$ cat config.mk
export PLATFORM = sky130hd
export DESIGN_NAME = uart_rx_flat
export DESIGN_NICKNAME = d
export VERILOG_FILES = /design/src/rtl/uart_rx_if.sv /design/src/rtl/uart_rx.sv /design/src/flat_wrapper.sv
export SDC_FILE = /design/constraint.sdc
export NUM_CORES = 1
export LEC_CHECK = 0
export ABC_AREA = 1
export BUFFER_PORTS_ARGS = -buffer_cell sky130_fd_sc_hd__buf_2
export CORE_MARGIN = 2
export CORE_UTILIZATION = 40
export CTS_CLUSTER_DIAMETER = 120
export DETAILED_ROUTE_END_ITERATION = 8
export MAX_ROUTING_LAYER = met4
export PLACE_DENSITY = 0.6
export SLEW_MARGIN = 20
export SYNTH_ARGS = -nofsm -noshare
export SYNTH_HDL_FRONTEND = slang
export SYNTH_SLANG_ARGS = --single-unit
$ cat constraint.sdc
create_clock -name i_clkin -period 1.6 [get_ports i_clkin]
set_clock_uncertainty 0.2 [all_clocks]
set_input_delay 0.08 -clock i_clkin [delete_from_list [all_inputs] [get_ports i_clkin]]
set_output_delay 0.08 -clock i_clkin [all_outputs]
set_load 0.03 [all_outputs]
$ cat src/rtl/uart_rx_if.sv
// Receiver-side handshake bundle: baud tick, serial line, and the holding-register
// outputs with their consumer ready.
interface uart_rx_if #(
  parameter int DATA_BITS = 8
);
  logic                 tick;
  logic                 rx;
  logic                 ready;
  logic [DATA_BITS-1:0] data;
  logic                 valid;
  logic                 frame_err;
  logic                 overrun;
  logic                 busy;

  modport slave (
    input  tick,
    input  rx,
    input  ready,
    output data,
    output valid,
    output frame_err,
    output overrun,
    output busy
  );

  modport master (
    output tick,
    output rx,
    output ready,
    input  data,
    input  valid,
    input  frame_err,
    input  overrun,
    input  busy
  );
endinterface

$ cat src/rtl/uart_rx.sv
// Oversampling UART receiver: start-bit qualification at mid-bit, LSB-first data capture,
// stop-bit check with break handling, and a one-deep holding register with overrun reporting.
module uart_rx #(
  parameter int DATA_BITS  = 8,
  parameter int OVERSAMPLE = 16
) (
  input  logic      i_clkin,
  input  logic      i_reset,
  uart_rx_if.slave  io_bus
);
  localparam int TW = $clog2(OVERSAMPLE);
  localparam int BW = $clog2(DATA_BITS + 1);
  localparam logic [TW-1:0] HALF_M1  = TW'(OVERSAMPLE / 2 - 1);
  localparam logic [TW-1:0] FULL_M1  = TW'(OVERSAMPLE - 1);
  localparam logic [BW-1:0] LAST_BIT = BW'(DATA_BITS - 1);

  typedef enum logic [2:0] {
    S_IDLE,
    S_START,
    S_DATA,
    S_STOP,
    S_BREAK
  } state_t;

  state_t                r_state;
  logic                  r_rx_meta;
  logic                  r_rx_s;
  logic [TW-1:0]         r_tick_cnt;
  logic [BW-1:0]         r_bit_cnt;
  logic [DATA_BITS-1:0]  r_shift;
  logic [DATA_BITS-1:0]  r_data;
  logic                  r_valid;
  logic                  r_frame_err;
  logic                  r_overrun;
  logic                  r_busy;

  logic                  w_half;
  logic                  w_full;
  logic                  w_stop_ok;

  assign w_half    = io_bus.tick && (r_tick_cnt == HALF_M1);
  assign w_full    = io_bus.tick && (r_tick_cnt == FULL_M1);
  assign w_stop_ok = (r_state == S_STOP) && w_full && r_rx_s;

  // The line idles high, so both synchronizer stages reset to 1 to avoid a false start.
  always_ff @(posedge i_clkin) begin
    if (i_reset) begin
      r_rx_meta <= 1'b1;
      r_rx_s    <= 1'b1;
    end else begin
      r_rx_meta <= io_bus.rx;
      r_rx_s    <= r_rx_meta;
    end
  end

  always_ff @(posedge i_clkin) begin
    if (i_reset) begin
      r_state     <= S_IDLE;
      r_tick_cnt  <= '0;
      r_bit_cnt   <= '0;
      r_shift     <= '0;
      r_frame_err <= 1'b0;
      r_busy      <= 1'b0;
    end else begin
      r_frame_err <= 1'b0;
      case (r_state)
        S_IDLE: begin
          if (!r_rx_s) begin
            r_tick_cnt <= '0;
            r_state    <= S_START;
            r_busy     <= 1'b1;
          end
        end
        S_START: begin
          if (w_half) begin
            r_tick_cnt <= '0;
            r_bit_cnt  <= '0;
            if (!r_rx_s) begin
              r_state <= S_DATA;
            end else begin
              r_state <= S_IDLE;
              r_busy  <= 1'b0;
            end
          end else if (io_bus.tick) begin
            r_tick_cnt <= r_tick_cnt + 1'b1;
          end
        end
        S_DATA: begin
          if (w_full) begin
            r_tick_cnt <= '0;
            r_shift    <= {r_rx_s, r_shift[DATA_BITS-1:1]};
            r_bit_cnt  <= r_bit_cnt + 1'b1;
            if (r_bit_cnt == LAST_BIT) begin
              r_state <= S_STOP;
            end
          end else if (io_bus.tick) begin
            r_tick_cnt <= r_tick_cnt + 1'b1;
          end
        end
        S_STOP: begin
          if (w_full) begin
            r_tick_cnt <= '0;
            if (r_rx_s) begin
              r_state <= S_IDLE;
              r_busy  <= 1'b0;
            end else begin
              r_frame_err <= 1'b1;
              r_state     <= S_BREAK;
            end
          end else if (io_bus.tick) begin
            r_tick_cnt <= r_tick_cnt + 1'b1;
          end
        end
        S_BREAK: begin
          if (r_rx_s) begin
            r_state <= S_IDLE;
            r_busy  <= 1'b0;
          end
        end
        default: begin
          r_state <= S_IDLE;
          r_busy  <= 1'b0;
        end
      endcase
    end
  end

  // A completed byte may replace the held one only when the consumer takes it in the same cycle.
  always_ff @(posedge i_clkin) begin
    if (i_reset) begin
      r_data    <= '0;
      r_valid   <= 1'b0;
      r_overrun <= 1'b0;
    end else begin
      r_overrun <= 1'b0;
      if (w_stop_ok) begin
        if (!r_valid || io_bus.ready) begin
          r_data  <= r_shift;
          r_valid <= 1'b1;
        end else begin
          r_overrun <= 1'b1;
        end
      end else if (r_valid && io_bus.ready) begin
        r_valid <= 1'b0;
      end
    end
  end

  assign io_bus.data      = r_data;
  assign io_bus.valid     = r_valid;
  assign io_bus.frame_err = r_frame_err;
  assign io_bus.overrun   = r_overrun;
  assign io_bus.busy      = r_busy;
endmodule

$ cat src/flat_wrapper.sv
// flat-port wrapper written by rule: the top's interface ports become plain ports
module uart_rx_flat 
#(
  parameter int DATA_BITS  = 8,
  parameter int OVERSAMPLE = 16
)
  (i_clkin, i_reset, io_bus_tick, io_bus_rx, io_bus_ready, io_bus_data, io_bus_valid, io_bus_frame_err, io_bus_overrun, io_bus_busy);
  uart_rx_if #(.DATA_BITS(DATA_BITS)) io_bus_i ();
  input  logic i_clkin;
  input  logic i_reset;
  input wire logic [$bits(io_bus_i.tick)-1:0] io_bus_tick;
  input wire logic [$bits(io_bus_i.rx)-1:0] io_bus_rx;
  input wire logic [$bits(io_bus_i.ready)-1:0] io_bus_ready;
  output wire logic [$bits(io_bus_i.data)-1:0] io_bus_data;
  output wire logic [$bits(io_bus_i.valid)-1:0] io_bus_valid;
  output wire logic [$bits(io_bus_i.frame_err)-1:0] io_bus_frame_err;
  output wire logic [$bits(io_bus_i.overrun)-1:0] io_bus_overrun;
  output wire logic [$bits(io_bus_i.busy)-1:0] io_bus_busy;
  assign io_bus_i.tick = io_bus_tick;
  assign io_bus_i.rx = io_bus_rx;
  assign io_bus_i.ready = io_bus_ready;
  assign io_bus_data = io_bus_i.data;
  assign io_bus_valid = io_bus_i.valid;
  assign io_bus_frame_err = io_bus_i.frame_err;
  assign io_bus_overrun = io_bus_i.overrun;
  assign io_bus_busy = io_bus_i.busy;
  uart_rx #(.DATA_BITS(DATA_BITS), .OVERSAMPLE(OVERSAMPLE)) u_core (.i_clkin(i_clkin), .i_reset(i_reset), .io_bus(io_bus_i));
endmodule
==> run summary <==
Status - finished, final reports clean
Net count of the mapped netlist - 207
Initial DRC Count - 72
Top cells by count, synth - sky130_fd_sc_hd__dfxtp_1 (33), sky130_fd_sc_hd__nor2_1 (32), sky130_fd_sc_hd__nand2_1 (28), sky130_fd_sc_hd__inv_1 (14), sky130_fd_sc_hd__o21ai_1 (12)
Biggest fanout along the worst timing path - 1
Sequential cell area fraction in the yosys report - 43.9%
Average vias per placed instance - 4.71
Layout Utilization - 54.1%
Logic gate share of total power - 33.9%
Endpoint required time on the critical path - 1.57 ns
Proportion of netlist area held by the largest area contributor - 43.9%
First-pass iteration count of the detailed router - 4
Cell with the most instances on the worst path - sky130_fd_sc_hd__dlygate4sd3_1
Internal power of the cells - 0.00168 W
Share of layout cells above drive strength 1 - 31.2%
Biggest cell delay along the critical path - 0.55 ns
Cell variety after synth - 29
Slowest cell on the critical path - sky130_fd_sc_hd__dlygate4sd3_1
Vias - 1342
EDFF count, synth - 0
Area of the core - 3630 sq um
Sum of negative setup slack - 0 ns
Static leakage power - 0.912 nW
Sink Count - 33
# nets final - 244
I/O Buffers - 16
Startpoint types - input pin
Area of the multi-input gates - 828 sq um
Clock tree from TritonCTS - done
Headroom to the max-slew limit - 73.1%
Syn-to-layout area delta - 30.5%
Cell type contributing the most total cell area after synthesis - sky130_fd_sc_hd__dfxtp_1
Combined area of all synthesized cells - 1510 sq um
Total power of the final layout - 0.00261 W
Final worst hold slack - 0.0184 ns
FILL cells - 379
Cells taking the most area after synthesis - sky130_fd_sc_hd__dfxtp_1 (44%), sky130_fd_sc_hd__nor2_1 (8.0%), sky130_fd_sc_hd__nand2_1 (7.0%)
Number of instances in the synthesized netlist - 200
Clock Latency Late Sink - 0.28 ns
Fraction of registers with async set/reset - 0%
Total gr overflow - 0
Arrival time at the worst endpoint - 1.53 ns
Die Span X - 65.3 microns
Ant. Diodes - 0
Category of cells accounting for the largest share of critical-path delay - buffers and inverters
WL final - 3260 microns
Clock slew seen by the registers of the worst setup and hold paths - 0.07 ns
Worst Setup End Kind - flop
GP Congestion - 0.820
Number of buffers and inverters on the critical path - 3
Final worst path period need - 1.57 ns
Post-synthesis register bit count - 33
Net switching power of the design - 0.000930 W
Worst setup path category - input pin to flop
Pins Over Slew Limit - 0
Antenna violations before repair - 0
Final standard cell count with taps included and fillers excluded - 285
Final worst-path cycle share - 97.8%
Worst ir drop on vdd - 0.656 mV
Path category of the worst min-delay check - input pin to flop
Cell with the most instances after synthesis - sky130_fd_sc_hd__dfxtp_1
Effective utilization at floorplan - 41.4%
Max Cap Violations - 0
Number of nets with antenna violations after detailed routing - 0
Least-Margin Pin Slew - 0.401 ns
Sequential share of power - 37.5%
Total instance count after detailed placement - 267
Post-detail-place hpwl - 2230 microns
Count of synthesis-stage warnings from yosys - 0
CTS Root Buffer Type - sky130_fd_sc_hd__clkbuf_8
Syn_area_per_cell - 7.53 sq um
Maximum clock frequency - 0.639 GHz
Cells traversed along the worst timing path - dlygate4sd3_1 > buf_2 > or2_2 > dlygate4sd3_1
Routed length per placed instance - 11.4 microns
Total power density per cell area - 1330 nW/um^2
Unrepaired setup endpoints after global routing - yes
Via count of the first global-routing pass - 1246
First-pass GRT wire length - 5660 microns
Largest net degree at the start of global routing - 20
Net switching share of the total power - 35.6%
Global routing usage summed across all routing layers - 17.8%
Final number of setup-violating endpoints - 0
Maximum number of buffers from clock root to sink - 2
Inserted Clock Buffers - 5
Number of remaining DRC errors - 0
Endpoints failing hold - 0
Top_reg_cell synth - sky130_fd_sc_hd__dfxtp_1
H-tree depth - 2
Register Area - 669 sq um
Clock network fraction of total power - 28.7%
Standard-cell row count - 22
Die Y-Extent - 65.3 microns
Die Area - 4270 sq um
Top-level I/O count - 17
-- final cells by class --
cell class	instances	share of cell area, %
Clock buffer	5	3.50
Sequential cell	33	34.1
Multi-Input combinational cell	143	42.2
Timing Repair Buffer	32	11.1
Tap cell	48	3.06
Clock inverter	2	1.78
Inverter	22	4.33
-- worst register-to-register path, stage by stage, from the launching register on --
cell and delay, ns:
sky130_fd_sc_hd__dfxtp_2 0.35, sky130_fd_sc_hd__ha_4 0.15, sky130_fd_sc_hd__nand2_4 0.07, sky130_fd_sc_hd__nor2_4 0.21
sky130_fd_sc_hd__nand2_4 0.10, sky130_fd_sc_hd__nand2_4 0.09, sky130_fd_sc_hd__nand2_4 0.07, sky130_fd_sc_hd__inv_4 0.07
sky130_fd_sc_hd__nand2_2 0.05, sky130_fd_sc_hd__o21ai_2 0.04, sky130_fd_sc_hd__nor2_1 0.04
-- cells by family after synthesis --
family	Yosys count	share of synthesized area (%)
flip-flops	33	43.9
AO/OA/AOI/OAI	35	11.8
XOR/XNOR	3	1.75
buffers and inverters	26	6.57
AND/OR/NAND/NOR	101	34.3
adder cells (fa/ha/maj)	2	1.66
-- placed cells by master, fill, tap and decap left out, types with 7 or more instances in the layout --
cell type                       count
sky130_fd_sc_hd__nand3_1            8
sky130_fd_sc_hd__nor3_1             9
sky130_fd_sc_hd__nor2_1            32
sky130_fd_sc_hd__inv_1             14
sky130_fd_sc_hd__o21ai_1           14
sky130_fd_sc_hd__dfxtp_1           28
sky130_fd_sc_hd__a21oi_1            7
sky130_fd_sc_hd__dlygate4sd3_1      7
sky130_fd_sc_hd__nand2_1           25
sky130_fd_sc_hd__buf_2             16
sky130_fd_sc_hd__buf_4              9
-- registers in the layout (all words and copies together), names as in the netlist, 3 cells and up --
register / flops
u_core.io_bus.data: 8
u_core.r_bit_cnt: 4
u_core.r_shift: 8
u_core.r_state: 3
u_core.r_tick_cnt: 4
-- power groups by stage --
stage	Combinational [W]	Sequential (W)	Clock [W]
after floorplan	0.000614	0.000982	0
after global placement	0.000794	0.000973	0
after detailed placement	0.000793	0.000974	0
after CTS	0.000810	0.000958	0.000768
after global routing	0.00102	0.000990	0.000812
final	0.000885	0.000979	0.000749
-- stage by stage --
| stage | area [sq um] | setup WS, ns |
|---|---|---|
| floorplan | 1510 | 0.0510 |
| global placement | 1680 | 0.00186 |
| detailed placement | 1680 | -0.0422 |
| CTS | 1860 | 0.00262 |
| global route | 1960 | -0.0569 |
| finish | 1960 | 0.0350 |
-- repair_timing --
action / 4_1_cts / 5_1_grt
gates resized for setup: 2 / 25
gates cloned: 1 / 1
buffers inserted: 1 / 1
hold endpoints to repair: 10 / 6
endpoints found under the setup margin: 12 / 26
hold buffers: 5 / 2
pin swaps: 2 / 6
-- per-layer routing --
| layer | track usage [%] | part of all wire [%] |
|---|---|---|
| met1 | 23.8 | 52 |
| met2 | 25.6 | 44 |
| met3 | 5.65 | 2.7 |
| met4 | 5.99 | 0.89 |
| met5 | - | 0 |
-- path summary, 6_finish.rpt --
kind / from / end / slack [ns] / depth (start not counted)
hold / removal: io_bus_tick / u_core.r_tick_cnt[3]$_SDFFE_PP0P_ / 0.02 / 5
setup reg to reg: u_core.r_tick_cnt[1]$_SDFFE_PP0P_ / u_core.r_bit_cnt[1]$_SDFFE_PP0P_ / 0.05 / 10
setup / recovery: io_bus_rx / u_core.r_rx_meta$_SDFF_PP1_ / 0.03 / 4
hold reg to reg: u_core.r_shift[7]$_SDFFE_PP0P_ / u_core.io_bus.data[7]$_SDFFE_PP0P_ / 0.29 / 2
Power figures use the tool's default switching activity.
